### src/rtl/vram_arb_pkg.sv
// vram_arb_pkg: shared types and default sizing for the VRAM arbiter slice.
//   grant_t      - owner of the SRAM slot in the current cycle
//   fill_state_t - fill sequencer states
//   VRAM_AW_DEF / VRAM_DW_DEF - default address / data widths
package vram_arb_pkg;

  localparam int unsigned VRAM_AW_DEF = 11;
  localparam int unsigned VRAM_DW_DEF = 8;

  typedef enum logic [1:0] {
    GNT_NONE,
    GNT_DISP,
    GNT_HOST,
    GNT_FILL
  } grant_t;

  typedef enum logic [1:0] {
    FILL_IDLE,
    FILL_RUN,
    FILL_DONE
  } fill_state_t;

endpackage

### src/rtl/vram_fill_seq.sv
// vram_fill_seq: walks every VRAM address once, writing a latched fill value.
// Ports:
//   clk, rst_n        - clock, asynchronous active-low reset
//   fill_start        - pulse; accepted only in FILL_IDLE, latches fill_value
//   fill_value [DW]   - fill data
//   grant             - the arbiter gave this cycle's slot to the sequencer
//   want              - sequencer requests the slot (RUN state)
//   addr [AW], data [DW] - write address / data for the granted slot
//   busy              - fill in progress
//   done              - one-cycle pulse after the final write
module vram_fill_seq
  import vram_arb_pkg::*;
#(
  parameter int unsigned AW = VRAM_AW_DEF,
  parameter int unsigned DW = VRAM_DW_DEF
) (
  input  logic          clk,
  input  logic          rst_n,
  input  logic          fill_start,
  input  logic [DW-1:0] fill_value,
  input  logic          grant,
  output logic          want,
  output logic [AW-1:0] addr,
  output logic [DW-1:0] data,
  output logic          busy,
  output logic          done
);

  fill_state_t   state_q, state_d;
  logic [AW-1:0] addr_q, addr_d;
  logic [DW-1:0] value_q, value_d;

  always_ff @(posedge clk or negedge rst_n) begin
    if (!rst_n) begin
      state_q <= FILL_IDLE;
      addr_q  <= '0;
      value_q <= '0;
    end else begin
      state_q <= state_d;
      addr_q  <= addr_d;
      value_q <= value_d;
    end
  end

  always_comb begin
    state_d = state_q;
    addr_d  = addr_q;
    value_d = value_q;
    case (state_q)
      FILL_IDLE: begin
        if (fill_start) begin
          state_d = FILL_RUN;
          addr_d  = '0;
          value_d = fill_value;
        end
      end
      FILL_RUN: begin
        if (grant) begin
          addr_d = addr_q + AW'(1);
          if (addr_q == '1) state_d = FILL_DONE;
        end
      end
      FILL_DONE: state_d = FILL_IDLE;
      default:   state_d = FILL_IDLE;
    endcase
  end

  always_comb begin
    want = 1'b0;
    busy = 1'b0;
    done = 1'b0;
    case (state_q)
      FILL_RUN: begin
        want = 1'b1;
        busy = 1'b1;
      end
      FILL_DONE: done = 1'b1;
      default: ;
    endcase
  end

  assign addr = addr_q;
  assign data = value_q;

endmodule

### src/rtl/vram_arbiter.sv
// vram_arbiter: shares one single-port synchronous VRAM between the display
// engine (absolute priority, never stalled), a one-entry buffered host port
// and the fill sequencer (round-robin between host and fill).
// Ports:
//   clk, rst_n                    - clock, asynchronous active-low reset
//   disp_req/disp_addr/disp_data  - display fetch; data returns next cycle
//   host_valid/host_ready/host_we/host_addr/host_wdata - host request
//   host_rvalid/host_rdata        - host read response
//   fill_start/fill_value/fill_busy/fill_done - whole-VRAM fill control
//   host_stall_cnt                - cycles a host request waited
//   sram_addr/sram_we/sram_wdata/sram_rdata - SRAM macro pins
// Build option: define VRAM_ARB_STATS_EN to enable host_stall_cnt;
// otherwise it reads as zero.
module vram_arbiter
  import vram_arb_pkg::*;
#(
  parameter int unsigned AW = VRAM_AW_DEF,
  parameter int unsigned DW = VRAM_DW_DEF
) (
  input  logic          clk,
  input  logic          rst_n,
  input  logic          disp_req,
  input  logic [AW-1:0] disp_addr,
  output logic [DW-1:0] disp_data,
  input  logic          host_valid,
  output logic          host_ready,
  input  logic          host_we,
  input  logic [AW-1:0] host_addr,
  input  logic [DW-1:0] host_wdata,
  output logic          host_rvalid,
  output logic [DW-1:0] host_rdata,
  input  logic          fill_start,
  input  logic [DW-1:0] fill_value,
  output logic          fill_busy,
  output logic          fill_done,
  output logic [15:0]   host_stall_cnt,
  output logic [AW-1:0] sram_addr,
  output logic          sram_we,
  output logic [DW-1:0] sram_wdata,
  input  logic [DW-1:0] sram_rdata
);

  grant_t        grant;
  logic          host_issue;
  logic          host_accept;
  logic          fill_want;
  logic          fill_grant;
  logic [AW-1:0] fill_addr;
  logic [DW-1:0] fill_data;

  logic          pending_q, pending_d;
  logic          buf_we_q, buf_we_d;
  logic [AW-1:0] buf_addr_q, buf_addr_d;
  logic [DW-1:0] buf_wdata_q, buf_wdata_d;
  logic          last_host_q, last_host_d;
  logic          rvalid_q, rvalid_d;
  logic [DW-1:0] rdata_q, rdata_d;
  logic [AW-1:0] addr_hold_q, addr_hold_d;
  logic [DW-1:0] wdata_hold_q, wdata_hold_d;

  vram_fill_seq #(
    .AW(AW),
    .DW(DW)
  ) u_fill (
    .clk        (clk),
    .rst_n      (rst_n),
    .fill_start (fill_start),
    .fill_value (fill_value),
    .grant      (fill_grant),
    .want       (fill_want),
    .addr       (fill_addr),
    .data       (fill_data),
    .busy       (fill_busy),
    .done       (fill_done)
  );

  // last_host_q resets to 0 ("fill granted last") so host wins the first tie.
  always_comb begin
    grant = GNT_NONE;
    if (disp_req)                    grant = GNT_DISP;
    else if (pending_q && fill_want) grant = last_host_q ? GNT_FILL : GNT_HOST;
    else if (pending_q)              grant = GNT_HOST;
    else if (fill_want)              grant = GNT_FILL;
  end

  assign host_issue  = (grant == GNT_HOST);
  assign fill_grant  = (grant == GNT_FILL);
  assign host_ready  = !pending_q || host_issue;
  assign host_accept = host_valid && host_ready;

  // Idle slots keep the previous address/data on the SRAM pins.
  always_comb begin
    sram_addr  = addr_hold_q;
    sram_wdata = wdata_hold_q;
    sram_we    = 1'b0;
    case (grant)
      GNT_DISP: sram_addr = disp_addr;
      GNT_HOST: begin
        sram_addr  = buf_addr_q;
        sram_wdata = buf_wdata_q;
        sram_we    = buf_we_q;
      end
      GNT_FILL: begin
        sram_addr  = fill_addr;
        sram_wdata = fill_data;
        sram_we    = 1'b1;
      end
      default: ;
    endcase
    addr_hold_d  = sram_addr;
    wdata_hold_d = sram_wdata;
  end

  always_comb begin
    pending_d   = pending_q;
    buf_we_d    = buf_we_q;
    buf_addr_d  = buf_addr_q;
    buf_wdata_d = buf_wdata_q;
    if (host_accept) begin
      pending_d   = 1'b1;
      buf_we_d    = host_we;
      buf_addr_d  = host_addr;
      buf_wdata_d = host_wdata;
    end else if (host_issue) begin
      pending_d = 1'b0;
    end
  end

  always_comb begin
    last_host_d = last_host_q;
    if (grant == GNT_HOST)      last_host_d = 1'b1;
    else if (grant == GNT_FILL) last_host_d = 1'b0;
  end

  // Read data arrives from the SRAM in the rvalid cycle; it is forwarded
  // straight through then and held in rdata_q afterwards.
  always_comb begin
    rvalid_d = host_issue && !buf_we_q;
    rdata_d  = rvalid_q ? sram_rdata : rdata_q;
  end

  assign host_rvalid = rvalid_q;
  assign host_rdata  = rvalid_q ? sram_rdata : rdata_q;
  assign disp_data   = sram_rdata;

  always_ff @(posedge clk or negedge rst_n) begin
    if (!rst_n) begin
      pending_q    <= 1'b0;
      buf_we_q     <= 1'b0;
      buf_addr_q   <= '0;
      buf_wdata_q  <= '0;
      last_host_q  <= 1'b0;
      rvalid_q     <= 1'b0;
      rdata_q      <= '0;
      addr_hold_q  <= '0;
      wdata_hold_q <= '0;
    end else begin
      pending_q    <= pending_d;
      buf_we_q     <= buf_we_d;
      buf_addr_q   <= buf_addr_d;
      buf_wdata_q  <= buf_wdata_d;
      last_host_q  <= last_host_d;
      rvalid_q     <= rvalid_d;
      rdata_q      <= rdata_d;
      addr_hold_q  <= addr_hold_d;
      wdata_hold_q <= wdata_hold_d;
    end
  end

`ifdef VRAM_ARB_STATS_EN
  logic [15:0] stall_q, stall_d;

  always_comb begin
    stall_d = stall_q;
    if (pending_q && !host_issue && (stall_q != '1)) stall_d = stall_q + 16'd1;
  end

  always_ff @(posedge clk or negedge rst_n) begin
    if (!rst_n) stall_q <= '0;
    else        stall_q <= stall_d;
  end

  assign host_stall_cnt = stall_q;
`else
  assign host_stall_cnt = '0;
`endif

endmodule

### config.mk
export PLATFORM = sky130hd
export DESIGN_NAME = vram_arbiter
export DESIGN_NICKNAME = d
export VERILOG_FILES = /design/src/rtl/vram_arb_pkg.sv /design/src/rtl/vram_fill_seq.sv /design/src/rtl/vram_arbiter.sv
export SDC_FILE = /design/constraint.sdc
export NUM_CORES = 1
export LEC_CHECK = 0
export ABC_AREA = 1
export CAP_MARGIN = 25
export CORE_MARGIN = 3
export CORE_UTILIZATION = 25
export DETAILED_ROUTE_END_ITERATION = 8
export SLEW_MARGIN = 20
export SYNTH_ARGS = -nofsm -noshare
export SYNTH_HDL_FRONTEND = slang
export SYNTH_SLANG_ARGS = --single-unit
### constraint.sdc
create_clock -name clk -period 2.2 [get_ports clk]
set_clock_uncertainty 0.1 [all_clocks]
set_input_delay 0.66 -clock clk [delete_from_list [all_inputs] [get_ports clk]]
set_output_delay 0.66 -clock clk [all_outputs]
set_load 0.005 [all_outputs]
==> impl_metrics.toml, run 1 <==
[clocking]
ctsHtreeMaxLevel = 3
cts_tree = "yes"
cts_root_buf = "clkbuf_16"
numCtsBuffers = 9
clk_latency_ns = 0.32
cts_max_path_buffers = 2
cts.sink_count = 71
clkTransAtPathRegs_ns = 0.06

[placement]
dp_hpwl_um = 6800
io_buffers = 91
placed_area_sq_mm = 0.00461
place.gp.congestion = 0.804

[global_routing]
grt_pass1_wl_um = 16200
grt_overflow = 0
grt_max_degree = 72
grtUsageTotal_pct = 13.9
grt_pass1_vias = 3206
antenna_found_initial = 0

[synth]
synth-simple-area-share_pct = 23.1
synth_flop_cell = "dfrtp_1"
yosysTopAreaCell = "dfrtp_1"
yosysUniqueCellTypes = 29
syn-mean-instance-area_sq_um = 9.13
synth_compound_area_share_pct = 7.40
synth_area_leaders = "dfrtp_1 53%, nand2_1 15%, buf_4 5.6%, mux2_2 5.4%, nand3_1 4.9%"
synth_seq_area_share_pct = 53.0
yosysMostFrequentCell = "nand2_1"
syn_area_sq_mm = 0.00335
synth_top_area_share_pct = 53.0
synth_warnings = 0
synthAdderAreaFrac_pct = 0.374
synthXorXnorAreaFrac_pct = 0.523
yosys-mux-area-fraction_pct = 5.38
ys_seq_elements = 71
synth_edf_count = 0
synthCells = 367
synthTopCellsByCount = "131 x nand2_1, 71 x dfrtp_1, 33 x nand3_1"
synthArstFlopShare_pct = 100
synth_top_family_by_area = "simple AND/OR/NAND/NOR gates"

[timing]
period_share_pct = 116
hold_violations = 0
maxSlewViolCount = 0
rsz0062_at_grt = "yes"
final-setup-viol-count = 22
layout_setup_ws_ns = -0.360
fmax_mhz = 391
tns_ns = -6.86
finalCriticalPeriod_ns = 2.56

[final_layout]
fillCellCount = 1228
multi_input_area_sq_mm = 0.00157
final_util_pct = 42.1
drive_above_1_share_pct = 35.0
postLayoutCellArea_sq_mm = 0.00542
antenna_cells = 0
fin_nets = 572
register_area_sq_mm = 0.00178
syn_to_final_growth_pct = 61.8

[setup_path]
slowest_delay_ns = 0.40
path_common_cell = "buf_6"
crit_arrival_ns = 1.80
reg2reg_slack_ns = 0.13
start_kind = "flip-flop"
cp.required_ns = 1.44
r2r_end = "buf_addr_q[1]"
path_buf_inv = 5
crit_start = "u_fill.state_q[1]"
cpMaxStageDelayCell = "dfrtp_1"
end_kind = "output pin"
reg2reg_depth = 15
cp.depth = 8
r2r_start = "u_fill.state_q[0]"
critPathMaxFanout = 6
path_cells = "buf_6 -> nor2_4 -> buf_6 -> nand3_4 -> buf_6 -> buf_8 -> o2111ai_4 -> buf_2"
path_class = "flip-flop to output pin"
path_delay_family = "buffers and inverters"
critPathCapture = "sram_addr[1]"

[power_and_ir_drop]
swShare_pct = 32.5
irDropWorstVdd_v = 0.000623
power_frac_seq_pct = 37.3
p_leak_uw = 0.00268
clkPwrFrac_pct = 25.1
switchingPower_uw = 1700
p_int_uw = 3520
combPwrFrac_pct = 37.6
p_per_area_mw_per_mm2 = 963

[die]
io_pins = 108
start_util_pct = 26.0
core_area_sq_mm = 0.0129
die_y_um = 122
die_w_um = 122
rows = 41
dieArea_sq_mm = 0.0148

[outcome]
violations = "negative setup slack"
status = "finished, violations left"

[route]
drt_first_pass_iters = 4
wl_per_cell_um = 14.5
drtIter0Drc = 145
routed_wl_um = 10100
num_vias = 3017
viasPerCell = 4.34
drc = 0
drtAntennaViolNets = 0

[hold_path]
worstHoldPathType = "input port to asynchronous set/reset pin"

[job]
maxCapViolations = 0
power by group through the flow:
stage	Clock (uW)	Combinational (uW)	Sequential, uW
2_1_floorplan	0	780	1860
4_1_cts	1350	1800	1930
3_5_place_dp	0	1580	1920
6_report	1310	1960	1950
5_1_grt	1410	2160	2000
3_3_place_gp	0	1560	1900
registers in the layout, indices dropped and copies added, names as in the netlist:
register	flops
buf_wdata_q	8
u_fill.data	8
wdata_hold_q	8
u_fill.state_q	2
buf_addr_q	11
last_host_q	1
host_rvalid	1
rdata_q	8
addr_hold_q	11
u_fill.addr	11
buf_we_q	1
pending_q	1
layer usage:
metal | GRT usage, % | part of all wire (%)
met1 | 16.9 | 42
met2 | 23.5 | 50
met3 | 4.78 | 6.7
met4 | 3.50 | 0.90
met5 | 0 | 0
layout make-up:
cell class | instances | share of cell area [%]
clock buffer | 11 | 4.48
clock inverter | 4 | 0.416
inverter | 21 | 1.55
multi-input combinational | 252 | 29.0
sequential | 71 | 32.8
tap | 172 | 3.97
timing repair buffer | 164 | 27.8
per-stage QoR:
step                hold WS, ns  std cells  power, uW  setup WS (ns)
floorplan                 0.264        382       2640         0.0582
global placement          0.345        646       3460          -1.15
detailed placement        0.356        646       3500          -1.13
CTS                       0.260        686       5080         -0.359
global route              0.278        695       5560         -0.451
finish                    0.257        695       5220         -0.360
what timing repair did:
item	in CTS	in global routing
gates cloned	2	0
pin swaps	16	7
hold endpoints to repair	0	0
buffers inserted	23	11
hold buffers	0	0
endpoints found under the setup margin	39	30
resized for setup	198	37
placed cells by master, fill, tap and decap left out, types with 10 or more instances in the layout:
master and n:
mux2_2 10, buf_2 25, inv_1 16, buf_4 43, buf_6 29, dfrtp_1 70, nand3_1 33, dlygate4sd2_1 11
nand2_4 10, nand2_1 117, conb_1 16, clkdlybuf4s50_1 47
how the worst min path moves through the flow:
stage,start,to,slack [ns],cells after the start
finish,rst_n,addr_hold_q[6],0.26,2
global route,rst_n,addr_hold_q[7],0.28,2
CTS,rst_n,last_host_q,0.26,2
detailed placement,buf_we_q,host_rvalid,0.36,1
global placement,buf_we_q,host_rvalid,0.34,1
floorplan,rst_n,addr_hold_q[0],0.26,0
logic make-up (layout without fill, tap and decap cells):
family                   after synthesis  count (layout)
AO/OA/AOI/OAI                         33              33
XOR/XNOR                               2               2
adder cells (fa/ha/maj)                1               1
buffers and inverters                 59             200
flip-flops                            71              71
multiplexers                          16              16
other                                  1              16
AND/OR/NAND/NOR                      184             184
No activity file was read; power rests on OpenSTA's default activity.
==> run 2, diff against run 1 <==
==> constraint.sdc (replaced) <==
create_clock -name clk -period 2.2 [get_ports clk]
set_clock_uncertainty 0.1 [all_clocks]
set_input_delay 0.55 -clock clk [delete_from_list [all_inputs] [get_ports clk]]
set_output_delay 0.55 -clock clk [all_outputs]
set_load 0.005 [all_outputs]
==> impl_metrics.toml, run 2 (synthesized netlist as in run 1, its figures left out) <==
[outcome]
status = "finished, violations left"
violations = "negative setup slack"

[clocking]
clk_latency_ns = 0.32
cts_max_path_buffers = 2
numCtsBuffers = 9
ctsHtreeMaxLevel = 3
cts_tree = "yes"
cts_root_buf = "clkbuf_16"
clkTransAtPathRegs_ns = 0.06
cts.sink_count = 71

[setup_path]
path_delay_family = "buffers and inverters"
end_kind = "output pin"
path_buf_inv = 4
cp.required_ns = 1.55
start_kind = "flip-flop"
slowest_delay_ns = 0.40
crit_arrival_ns = 1.73
path_cells = "buf_6 -> nor2_4 -> nand2_2 -> nand2_4 -> nor2_4 -> buf_12 -> buf_12 -> a22oi_2 -> nand2_1 -> buf_2"
cpMaxStageDelayCell = "dfrtp_1"
reg2reg_slack_ns = 0.16
path_class = "flip-flop to output pin"
critPathMaxFanout = 6

[die]
dieArea_sq_mm = 0.0148
core_area_sq_mm = 0.0129
die_y_um = 122
start_util_pct = 26.0
rows = 41
io_pins = 108
die_w_um = 122

[route]
drt_first_pass_iters = 4
drc = 0
viasPerCell = 4.30
drtAntennaViolNets = 0
wl_per_cell_um = 14.1
drtIter0Drc = 150
routed_wl_um = 9650
num_vias = 2934

[final_layout]
fin_nets = 559
syn_to_final_growth_pct = 57.0
drive_above_1_share_pct = 30.7
multi_input_area_sq_mm = 0.00152
fin_cells = 683
postLayoutCellArea_sq_mm = 0.00526
final_cell_mix = "120 x nand2_1, 70 x dfrtp_1, 50 x clkdlybuf4s50_1"
register_area_sq_mm = 0.00178
antenna_cells = 0
fillCellCount = 1275
layout_commonest_cell = "nand2_1"

[timing]
fmax_mhz = 420
finalCriticalPeriod_ns = 2.38
final-setup-viol-count = 20
rsz0062_at_grt = "yes"
hold_violations = 0
tns_ns = -3.17
maxSlewViolCount = 0
period_share_pct = 108
layout_setup_ws_ns = -0.181

[power_and_ir_drop]
p_per_area_mw_per_mm2 = 985
irDropWorstVdd_v = 0.000418
p_leak_uw = 0.00262

[global_routing]
grt_pass1_wl_um = 16000
grt_overflow = 0
grtUsageTotal_pct = 13.7
grt_pass1_vias = 3160
grt_max_degree = 42
antenna_found_initial = 0

[placement]
io_buffers = 91
placed_cells = 642
post-place-ws_ns = -0.789
placed_area_sq_mm = 0.00457
place.gp.congestion = 0.798
dp_hpwl_um = 6840

[hold_path]
worstHoldPathType = "input port to asynchronous set/reset pin"

[job]
maxCapViolations = 0
==> run 2: layout make-up <==
| cell class | instances | share of cell area [%] |
|---|---|---|
| flip-flops and latches | 71 | 33.8 |
| multi-input cells | 252 | 28.9 |
| repair buffers | 151 | 25.8 |
| clock buffers | 12 | 4.50 |
| well taps | 172 | 4.09 |
| inverters | 21 | 1.50 |
| clock inverters | 4 | 1.33 |
==> run 2: path summary, 6_finish.rpt <==
check / from / end / depth (start not counted)
worst max register to register: u_fill.state_q[1] / addr_hold_q[6] / 14
min in group clk: buf_we_q / host_rvalid / 1
max in group asynchronous: rst_n / host_rvalid / 2
worst min-delay path: rst_n / u_fill.addr[8] / 1
worst max-delay path: u_fill.state_q[1] / sram_wdata[4] / 10
worst min register to register: buf_we_q / host_rvalid / 1
==> run 2: routing by layer <==
metal  up-vias  track usage, %  part of all wire [%]
met1      1403            17.9                    44
met3         8            4.55                   6.8
met4         0            2.73                  0.76
li1       1442               -                     -
met5         -               0                     0
met2        81            22.3                    48
==> run 2: timing repair <==
item	in CTS	in global routing
setup endpoints to repair	36	31
hold buffers	0	0
pin swaps	13	7
gates resized for setup	144	26
setup buffers	26	6
==> run 2: power by group <==
part	internal (uW)	leakage (uW)	switching, uW
registers	1690	0.000903	267
clock network	990	0.000151	521
logic	876	0.00157	837
total	3560	0.00262	1620
==> run 2: through the flow <==
stage / hold WS, ns / power [uW] / utilization [%]
final: 0.0612 / 5180 / 40.9
after global routing: 0.0841 / 5550 / 40.9
after CTS: 0.0765 / 5120 / 39.9
after detailed placement: 0.350 / 3470 / 35.5
after global placement: 0.350 / 3440 / 35.5
after floorplan: 0.154 / 2640 / -
==> run 3, diff against run 2 <==
--- a/config.mk
+++ b/config.mk
@@ -10,6 +10,7 @@
 export CORE_MARGIN = 3
 export CORE_UTILIZATION = 25
 export DETAILED_ROUTE_END_ITERATION = 8
+export GPL_TIMING_DRIVEN = 0
 export SLEW_MARGIN = 20
 export SYNTH_ARGS = -nofsm -noshare
 export SYNTH_HDL_FRONTEND = slang
==> impl_metrics.toml, run 3 (synthesized netlist as in run 1, its figures left out) <==
[power_and_ir_drop]
p_leak_uw = 0.00275
irDropWorstVdd_v = 0.000459
p_per_area_mw_per_mm2 = 989

[route]
drt_first_pass_iters = 4
drc = 0
viasPerCell = 4.44
num_vias = 3158
drtIter0Drc = 130
wl_per_cell_um = 15.0
drtAntennaViolNets = 0
routed_wl_um = 10700

[timing]
layout_setup_ws_ns = -0.251
finalCriticalPeriod_ns = 2.45
period_share_pct = 111
hold-worst-slack_ns = 0.0724
hold_violations = 0
final-setup-viol-count = 20
maxSlewViolCount = 0
worst_pin_slew_ns = 0.597
fmax_mhz = 408
slew_headroom_pct = 60.1
rsz0062_at_grt = "yes"

[clocking]
ctsHtreeMaxLevel = 3
clkTransAtPathRegs_ns = 0.06
cts_tree = "yes"
ctsHoldBuffers = 0
cts.sink_count = 71
cts_max_path_buffers = 2
clk_latency_ns = 0.33
numCtsBuffers = 9
cts_root_buf = "clkbuf_16"

[job]
maxCapViolations = 0

[placement]
io_buffers = 91
post-place-ws_ns = -1.11
dp_hpwl_um = 6920
place.gp.congestion = 0.845

[setup_path]
r2r_start = "u_fill.state_q[0]"
start_kind = "flip-flop"
crit_arrival_ns = 1.80
crit_start = "u_fill.state_q[0]"
path_class = "flip-flop to output pin"
cp.required_ns = 1.55
end_kind = "output pin"
critPathMaxFanout = 7

[die]
dieArea_sq_mm = 0.0148
core_area_sq_mm = 0.0129
rows = 41
die_w_um = 122
io_pins = 108
start_util_pct = 26.0
die_y_um = 122

[global_routing]
grt_max_degree = 39
grt_pass1_wl_um = 16700
grtUsageTotal_pct = 14.6
grt_overflow = 0
antenna_found_initial = 0
grt_pass1_vias = 3273

[final_layout]
fin_nets = 587
antenna_cells = 0
fillCellCount = 1207
drive_above_1_share_pct = 36.4
final_cell_mix = "114 x nand2_1, 68 x dfrtp_1, 54 x buf_4"
syn_to_final_growth_pct = 65.1
layout_commonest_cell = "nand2_1"

[outcome]
status = "finished, violations left"
violations = "negative setup slack"

[hold_path]
worstHoldPathType = "input port to asynchronous set/reset pin"
-- run 3: timing repair --
action,in CTS,in global routing
pin swaps,16,14
setup buffers,39,13
cloned,3,0
gates resized for setup,184,30
setup endpoints to repair,39,27
hold endpoints to repair,0,0
-- run 3: worst max-delay path, stage by stage (launching register included) --
cell and delay, ns:
dfrtp_1 0.43, inv_2 0.10, nor2_4 0.04, nand2_2 0.09
nand2_4 0.08, nor2_4 0.16, buf_6 0.15, buf_12 0.13
nand2_1 0.06, o2111ai_2 0.06, buf_2 0.15
-- run 3: area by class of cell --
class / count / area, sq um / share of cell area [%]
clock inverter: 6 / 109 / 1.97
multi-input combinational: 252 / 1550 / 28.0
timing repair buffer: 142 / 1270 / 23.0
clock buffer: 10 / 229 / 4.14
sequential: 71 / 1780 / 32.2
buffer: 37 / 294 / 5.32
tap: 172 / 215 / 3.89
inverter: 21 / 81.3 / 1.47
-- run 3: worst paths after layout --
check	end	slack, ns	cells after the start
worst max-delay path	sram_addr[5]	-0.25	10
worst min-delay path	u_fill.addr[6]	0.07	1
worst max register to register	wdata_hold_q[5]	0.06	15
worst min register to register	wdata_hold_q[3]	0.37	2
max in group asynchronous	host_rvalid	1.34	2
min in group clk	wdata_hold_q[3]	0.37	2
-- run 3: per-layer routing --
layer  global-route usage (%)  part of all wire, %  wire [um]  up-vias
li1                         -                    -          -     1498
met1                     17.4                   43       4560     1528
met2                     24.9                   48       5140      113
met3                     4.83                  6.8        722       19
met4                     4.83                  2.3        242        0
met5                        0                    0          0        -
-- run 3: where the power goes --
group | total [uW] | switching [uW] | internal (uW)
sequential | 1960 | 262 | 1690
combinational | 1850 | 899 | 950
clock | 1670 | 562 | 1110
-- run 3: through the flow --
stage / utilization, % / total power (uW) / setup TNS [ns] / instance area [sq um] / std cells
global route: 43.0 / 5790 / -5.57 / 5530 / 711
CTS: 41.8 / 5380 / -3.93 / 5390 / 703
detailed placement: 35.3 / 3390 / -25.07 / 4550 / 646
floorplan: - / 2640 / 0 / 3410 / 382
finish: 43.0 / 5470 / -4.16 / 5530 / 711
global placement: 35.2 / 3360 / -164.43 / 4530 / 645
